File: src/rtl/countdown_timer_if.sv
// rtl/countdown_timer_if.sv - control/status bundle between a timer user and countdown_timer
interface countdown_timer_if;
   logic       tick;
   logic       load;
   logic [6:0] load_val;
   logic       start;
   logic       stop;
   logic [6:0] count;
   logic [3:0] tens;
   logic [3:0] ones;
   logic       running;
   logic       done;

   modport master (
      output tick, load, load_val, start, stop,
      input  count, tens, ones, running, done
   );

   modport slave (
      input  tick, load, load_val, start, stop,
      output count, tens, ones, running, done
   );
endinterface

File: src/rtl/countdown_timer.sv
// rtl/countdown_timer.sv - pausable countdown timer with binary and BCD remaining-count outputs
// Binary count and BCD digits are separate down counters kept in lockstep.
module countdown_timer #(
   parameter int MAX_VAL = 99
) (
   input  logic             CLK,
   input  logic             rst,
   countdown_timer_if.slave bus
);
   typedef enum logic [1:0] {
      IDLE  = 2'd0,
      RUN   = 2'd1,
      PAUSE = 2'd2,
      DONE  = 2'd3
   } state_t;

   localparam logic [6:0] C_MAX = 7'(MAX_VAL);

   state_t     r_state;
   state_t     w_state_nxt;
   logic [6:0] r_count;
   logic [6:0] w_count_nxt;
   logic [3:0] r_tens;
   logic [3:0] w_tens_nxt;
   logic [3:0] r_ones;
   logic [3:0] w_ones_nxt;
   logic       r_done;
   logic       w_done_nxt;
   logic [6:0] w_load_val;
   logic [7:0] w_load_bcd;

   // Load-time conversion only; 0..99 resolved by threshold compares, no divider.
   function automatic logic [7:0] to_bcd(input logic [6:0] v);
      logic [3:0] t;
      logic [3:0] rem;
      t   = 4'd0;
      rem = v[3:0];
      for (int k = 9; k >= 1; k--) begin
         if (t == 4'd0 && v >= 7'(k * 10)) begin
            t   = 4'(k);
            rem = 4'(v - 7'(k * 10));
         end
      end
      return {t, rem};
   endfunction

   always_comb begin
      w_load_val = (bus.load_val > C_MAX) ? C_MAX : bus.load_val;
      w_load_bcd = to_bcd(w_load_val);
   end

   // Requests that have no effect in the current state fall through to the next priority.
   always_comb begin
      w_state_nxt = r_state;
      w_count_nxt = r_count;
      w_tens_nxt  = r_tens;
      w_ones_nxt  = r_ones;
      w_done_nxt  = 1'b0;
      if (bus.load) begin
         w_state_nxt = IDLE;
         w_count_nxt = w_load_val;
         w_tens_nxt  = w_load_bcd[7:4];
         w_ones_nxt  = w_load_bcd[3:0];
      end else if (bus.stop && r_state == RUN) begin
         w_state_nxt = PAUSE;
      end else if (bus.start && (r_state == IDLE || r_state == PAUSE) && r_count != 7'd0) begin
         w_state_nxt = RUN;
      end else if (bus.tick && r_state == RUN) begin
         if (r_count > 7'd1) begin
            w_count_nxt = r_count - 7'd1;
            if (r_ones == 4'd0) begin
               w_ones_nxt = 4'd9;
               w_tens_nxt = r_tens - 4'd1;
            end else begin
               w_ones_nxt = r_ones - 4'd1;
            end
         end else begin
            w_state_nxt = DONE;
            w_count_nxt = 7'd0;
            w_tens_nxt  = 4'd0;
            w_ones_nxt  = 4'd0;
            w_done_nxt  = 1'b1;
         end
      end
   end

   always_ff @(posedge CLK or posedge rst) begin
      if (rst) begin
         r_state <= IDLE;
         r_count <= 7'd0;
         r_tens  <= 4'd0;
         r_ones  <= 4'd0;
         r_done  <= 1'b0;
      end else begin
         r_state <= w_state_nxt;
         r_count <= w_count_nxt;
         r_tens  <= w_tens_nxt;
         r_ones  <= w_ones_nxt;
         r_done  <= w_done_nxt;
      end
   end

   assign bus.count   = r_count;
   assign bus.tens    = r_tens;
   assign bus.ones    = r_ones;
   assign bus.running = (r_state == RUN);
   assign bus.done    = r_done;
endmodule

File: src/flat_wrapper.sv
// flat-port wrapper written by rule: the top's interface ports become plain ports
module countdown_timer_flat 
#(
   parameter int MAX_VAL = 99
)
  (CLK, rst, bus_tick, bus_load, bus_load_val, bus_start, bus_stop, bus_count, bus_tens, bus_ones, bus_running, bus_done);
  countdown_timer_if bus_i ();
  input  logic CLK;
  input  logic rst;
  input wire logic [$bits(bus_i.tick)-1:0] bus_tick;
  input wire logic [$bits(bus_i.load)-1:0] bus_load;
  input wire logic [$bits(bus_i.load_val)-1:0] bus_load_val;
  input wire logic [$bits(bus_i.start)-1:0] bus_start;
  input wire logic [$bits(bus_i.stop)-1:0] bus_stop;
  output wire logic [$bits(bus_i.count)-1:0] bus_count;
  output wire logic [$bits(bus_i.tens)-1:0] bus_tens;
  output wire logic [$bits(bus_i.ones)-1:0] bus_ones;
  output wire logic [$bits(bus_i.running)-1:0] bus_running;
  output wire logic [$bits(bus_i.done)-1:0] bus_done;
  assign bus_i.tick = bus_tick;
  assign bus_i.load = bus_load;
  assign bus_i.load_val = bus_load_val;
  assign bus_i.start = bus_start;
  assign bus_i.stop = bus_stop;
  assign bus_count = bus_i.count;
  assign bus_tens = bus_i.tens;
  assign bus_ones = bus_i.ones;
  assign bus_running = bus_i.running;
  assign bus_done = bus_i.done;
  countdown_timer #(.MAX_VAL(MAX_VAL)) u_core (.CLK(CLK), .rst(rst), .bus(bus_i));
endmodule
File: config.mk
export PLATFORM = sky130hd
export DESIGN_NAME = countdown_timer_flat
export DESIGN_NICKNAME = d
export VERILOG_FILES = /design/src/rtl/countdown_timer_if.sv /design/src/rtl/countdown_timer.sv /design/src/flat_wrapper.sv
export SDC_FILE = /design/constraint.sdc
export NUM_CORES = 1
export LEC_CHECK = 0
export CAP_MARGIN = 20
export CORE_ASPECT_RATIO = 2
export CORE_MARGIN = 2
export CORE_UTILIZATION = 35
export DETAILED_ROUTE_END_ITERATION = 7
export GPL_ROUTABILITY_DRIVEN = 0
export PLACE_DENSITY = 0.65
export REMOVE_ABC_BUFFERS = 1
export SKIP_CTS_REPAIR_TIMING = 1
export SYNTH_ARGS = -nofsm -noshare
export SYNTH_HDL_FRONTEND = slang
export SYNTH_SLANG_ARGS = --single-unit
File: constraint.sdc
create_clock -name CLK -period 1.89 [get_ports CLK]
set_input_delay 0.4725 -clock CLK [delete_from_list [all_inputs] [get_ports CLK]]
set_output_delay 0.4725 -clock CLK [all_outputs]
set_load 0.02 [all_outputs]
-- Word-level counts from Yosys, hierarchy flattened
Cells that the tools add are included.
W data, S select, Z words.
- memories: 0
- latch bits: 0
- ROM bits: 0
- word-level logic and storage cells: 109
- input bits: 13
- bits in writable memories: 0
- bits in registers: 18
- output and inout bits: 17
- reductions and logical operators: 29
- $mul: 0
- bitwise logic cells: 0
- div/mod/pow operators: 0
- equal/unequal tests: 6
- $lt $le $gt $ge: 11
- muxes and demuxes: 46
- shift-type cells: 0
- add/subtract/negate cells: 12
- operator list (operator ; number):
    $mux W4 ; 30
    $mux W7 ; 6
    $logic_not A4 Y1 ; 9
    $ge A7 B6 Y1 const B ; 3
    $ge A7 B7 Y1 const B ; 3
    $sub A4 B4 Y4 const B ; 5
    $ge A7 B5 Y1 const B ; 2
    $logic_and A1 B1 Y1 ; 12
    $sub A4 B1 Y4 const B ; 3
    $mux W2 ; 5
    $sub A4 B3 Y4 const B ; 2
    $ge A7 B4 Y1 const B ; 1
    $gt A7 B1 Y1 const B ; 1
    $gt A7 B7 Y1 const B ; 1
    $reduce_bool A7 Y1 ; 1
    $sub A7 B1 Y7 const B ; 1
    $mux W1 ; 5
    $ne A2 B2 Y1 const B ; 2
    $ne A4 B2 Y1 const B ; 1
    $reduce_and A4 Y1 ; 1
    $reduce_bool A4 Y1 ; 1
    $sub A4 B2 Y4 const B ; 1
    $ne A3 B3 Y1 const B ; 1
    $reduce_and A3 Y1 ; 1
    6 further kinds ; 6

-- Depth between registers and ports, before layout
- word-level depth: 29
- mapped depth: 13
- gate-level depth less buffers: 12

-- Least setup slack after synthesis
Ideal clock, no wire load.
- kind: input-to-reg
- from: input port bus_load_val[4]
- to: register u_core.r_ones[1], in the netlist u_core.bus.ones[1]
- library setup time: 126 ps
- slack: -872 ps
- path buffers: 0
- stages: 12
- arrival time: 2636 ps
- data required time: 1764 ps
- cell sequence: or2_2 > nor2_1 > nor2_1 > nor2_1 > inv_1 > ha_1 > nor4_1 > a311oi_1 > a41oi_1 > nand3_2 > xnor2_1 > a221o_1
- cells in the longest elaborated chain, start to end: 29
- elaborated cells on any way between the ends: 54
- classes of those cells: add/sub: 9; order compare: 10; mux: 19; reduce/logical: 16
- RTL lines (item ; RTL line ; source):
    start, declared ; flat_wrapper.sv:12 ; input wire logic [$bits(bus_i.load_val)-1:0] bus_load_val;
    $gt A7 B7 Y1 ; countdown_timer.sv:48 ; w_load_val = (bus.load_val > C_MAX) ? C_MAX : bus.load_val;
    $mux W7 * ; countdown_timer.sv:48 ;
    $ge A7 B7 Y1 ; countdown_timer.sv:39 ; if (t == 4'd0 && v >= 7'(k * 10)) begin
    $mux W4 ; countdown_timer.sv:39 ;
    $logic_not A4 Y1 ; countdown_timer.sv:39 ;
    $logic_and A1 B1 Y1 ; countdown_timer.sv:39 ;
    $mux W4 ; countdown_timer.sv:39 ;
    $logic_not A4 Y1 ; countdown_timer.sv:39 ;
    [... 13 more ...] ; -- ;
    $mux W4 ; countdown_timer.sv:39 ;
    $logic_not A4 Y1 ; countdown_timer.sv:39 ;
    $logic_and A1 B1 Y1 ; countdown_timer.sv:39 ;
    $mux W4 ; countdown_timer.sv:39 ;
    $logic_not A4 Y1 ; countdown_timer.sv:39 ;
    $logic_and A1 B1 Y1 ; countdown_timer.sv:39 ;
    $mux W4 * ; countdown_timer.sv:39 ;
    $mux W4 * ; countdown_timer.sv:59 ; if (bus.load) begin
    end signal, assigned ; countdown_timer.sv:98 ; r_ones <= w_ones_nxt;
    end, declared ; countdown_timer.sv:25 ; logic [3:0] r_ones;
Mark *: on every way between the ends. The rest lies on a longest branch, timed or not.
A chain may end at the register's enable or synchronous reset.

-- Worst setup path in the final report
- from: input port bus_load_val[3]
- to: register u_core.r_ones[3], in the netlist u_core.bus.ones[3]
The elaborated chain is that of the path after synthesis.

==> impl_metrics.env <==
export IMPL_status="finished with violations"
export IMPL_failed_checks="negative setup slack"
export IMPL_synth_seq_cells=18
export IMPL_wl_per_cell_um=17.4
export IMPL_ys_types=60
export IMPL_drv_slew=0
export IMPL_seqPwrFrac=0.315
export IMPL_peakVddDrop_mv=0.379
export IMPL_numCtsBuffers=3
export IMPL_die_width_um=54.2
export IMPL_drc_errors=0
export IMPL_min_path_type="in -> async"
export IMPL_clk_pin_slew_ns=0.08
export IMPL_p_switching_w=0.000607
export IMPL_path_class="in -> reg"
export IMPL_syn_area_um2=1760
export IMPL_path_delay_family="simple AND/OR/NAND/NOR gates"
export IMPL_final_cell_area_um2=2920
export IMPL_swShare=0.371
export IMPL_leakage_nw=1.30
export IMPL_start_util=0.362
export IMPL_instances_no_fill=383
export IMPL_synth_edf_count=0
export IMPL_grt_util_all_layers=0.243
export IMPL_cap_violations=0
export IMPL_grt_pass1_vias=2146
export IMPL_cp_slowest_cell="or3b_1"
export IMPL_synthTopCellsByArea="dfrtp_1 26%, ha_1 7.1%, nor2_1 5.3%"
export IMPL_dieArea_um2=5650
export IMPL_worstPathRequired_ns=2.01
export IMPL_critPathMaxStageDelay_ns=0.37
export IMPL_rsz0062_at_grt="yes"
export IMPL_viasPerCell=5.61
export IMPL_final_nets=350
export IMPL_io_pins=30
export IMPL_synth_ff_type="dfrtp_1"
export IMPL_vias=2150
export IMPL_rrSetupSlack_ns=0.10
export IMPL_cellPowerDensity_nw_per_um2=560
export IMPL_grt_start_max_net_pins=23
export IMPL_fin_crit_sh=1.28
export IMPL_dp_hpwl_um=5150
export IMPL_setup_worst_path_end_class="flop"
export IMPL_pre_cts_ws_ns=-1.20
export IMPL_layout_common_cells="72 x buf_4, 21 x clkdlybuf4s50_1, 19 x nor2_1, 19 x nand2_1, 18 x dfrtp_1"
export IMPL_yosysWarnings=0
export IMPL_io_buffers=29
export IMPL_mostFrequentLayoutCell="buf_4"
export IMPL_arrival_ns=2.54
export IMPL_cellInternalPower_w=0.00103
export IMPL_worstSetupStartpointType="primary input"
export IMPL_synth_seq_area_share=0.256
export IMPL_fillers=431
export IMPL_cts_max_level=1
export IMPL_crit_fanout=4
export IMPL_clock_fmax_ghz=0.414
export IMPL_cts_tree="yes"
export IMPL_drt_antenna_violating_nets=0
export IMPL_async_reset_ff_frac=1.00
export IMPL_synthDominantCellAreaShare=0.256
export IMPL_antennaDiodeCount=0
export IMPL_path_common_cell="nor2_2"
export IMPL_multiInputGateArea_um2=1410
export IMPL_fin_crit_ns=2.42
export IMPL_p_total_w=0.00164
export IMPL_syn_avg_cell_area_um2=7.73
export IMPL_combPwrFrac=0.490
export IMPL_finalSetupTns_ns=-1.95
export IMPL_cts_sinks=18
export IMPL_synth_top_cell_by_area="dfrtp_1"
export IMPL_drt_total_wl_um=6680
export IMPL_antenna_found_initial=0
export IMPL_hold_viol=0
export IMPL_placementRows=36
export IMPL_synthToLayoutAreaGrowth_pct=65.8
export IMPL_relSlewSlack=0.709
export IMPL_dr_pass1_iters=4
export IMPL_fin_skew_ns=0.00429
export IMPL_grt_pass1_wl_um=10100
export IMPL_syn_inst=228
export IMPL_initialDrtViolationCount=68
export IMPL_cp_cell_sequence="buf_6, or2_4, nor2_4, nor2_2, nor2_2, inv_2, ha_4, or3b_1, a31oi_1, a211o_1, o211ai_1, a221oi_1, o32ai_1"
export IMPL_register_area_um2=450
export IMPL_path_buf_inv=2
export IMPL_fin_ws_ns=-0.527
export IMPL_drive_gt1_frac=0.399
export IMPL_placedCellCount=373
export IMPL_worst_pin_slew_ns=0.433
export IMPL_grt_overflow=0
export IMPL_clk_path_buf_depth=2
export IMPL_root_buffer="clkbuf_8"
export IMPL_placed_area_um2=2590
export IMPL_clk_latency_ns=0.25
export IMPL_setup_viol=5
export IMPL_pwr_share_clk=0.196
export IMPL_core_um2=4860
export IMPL_die_h_um=104
## stage by stage
stage | util | hold WS (ns)
2_1_floorplan | - | 0.411
3_3_place_gp | 0.532 | 0.528
3_5_place_dp | 0.532 | 0.527
4_1_cts | 0.543 | 0.547
5_1_grt | 0.600 | 0.557
6_report | 0.600 | 0.534
## final timing paths
check / cells after the start / start / to
max: 13 / bus_load_val[3] / u_core.bus.ones[3]
max in group asynchronous: 3 / rst / u_core.bus.count[0]
max reg2reg: 7 / u_core.bus.count[4] / u_core.bus.count[5]
min reg2reg: 1 / u_core.bus.tens[3] / u_core.bus.tens[3]
min in group CLK: 1 / u_core.bus.tens[3] / u_core.bus.tens[3]
min: 3 / rst / u_core.bus.tens[1]
## tightest hold or removal path, stage by stage
cell	delay (ns)
clkdlybuf4s50_1	0.39
inv_1	0.05
buf_4	0.25
## synth_stat cells (2+ instances only)
master,instances
a211o_1,2
a211oi_1,4
a21oi_1,17
a21oi_2,2
a221o_1,2
a221oi_1,3
a311oi_1,2
a31oi_1,3
a32o_1,2
and3_1,3
buf_2,3
buf_6,2
clkbuf_1,6
dfrtp_1,18
ha_1,10
inv_1,15
nand2_1,21
nand2b_1,4
nand3_1,7
nand3b_1,3
nand4_1,3
nor2_1,25
nor2b_1,7
nor3_1,7
nor3b_1,3
nor4_1,4
o21ai_0,13
o21ai_1,2
or2_2,2
or3b_1,2
xnor2_1,2
## final cells by class
cell class / count / area share
multi-input cells: 184 / 0.483
repair buffers: 105 / 0.300
flip-flops and latches: 18 / 0.154
well taps: 57 / 0.0244
inverters: 15 / 0.0193
clock buffers: 4 / 0.0189
## kinds of logic (layout without fill, tap and decap cells)
group,Yosys count,after routing,share of synthesized area
XOR/XNOR,2,2,0.00994
multiplexers,2,2,0.0121
AO/OA/AOI/OAI,68,68,0.269
AND/OR/NAND/NOR,102,102,0.316
buffers and inverters,26,124,0.0660
flip-flops,18,18,0.256
adder cells (fa/ha/maj),10,10,0.0710
## power by group through the flow
stage                     clock network, W  registers (W)  logic, W
after floorplan                          0       0.000577  0.000279
after global placement                   0       0.000517  0.000718
after detailed placement                 0       0.000520  0.000729
after CTS                         0.000320       0.000513  0.000732
after global routing              0.000344       0.000521  0.000867
final                             0.000320       0.000515  0.000801
## per-layer routing
metal | GRT usage | vias to the layer above | part of all wire
li1 | - | 1039 | -
met5 | 0 | - | 0
met4 | 0.161 | 0 | 0.068
met2 | 0.449 | 54 | 0.56
met3 | 0.0172 | 26 | 0.026
met1 | 0.230 | 1031 | 0.34
## flip-flops by register name, indices dropped and copies added (netlist names)
name              flops
u_core.bus.count      7
u_core.bus.done       1
u_core.bus.ones       4
u_core.bus.tens       4
u_core.r_state        2
No activity file was read; power rests on OpenSTA's default activity.
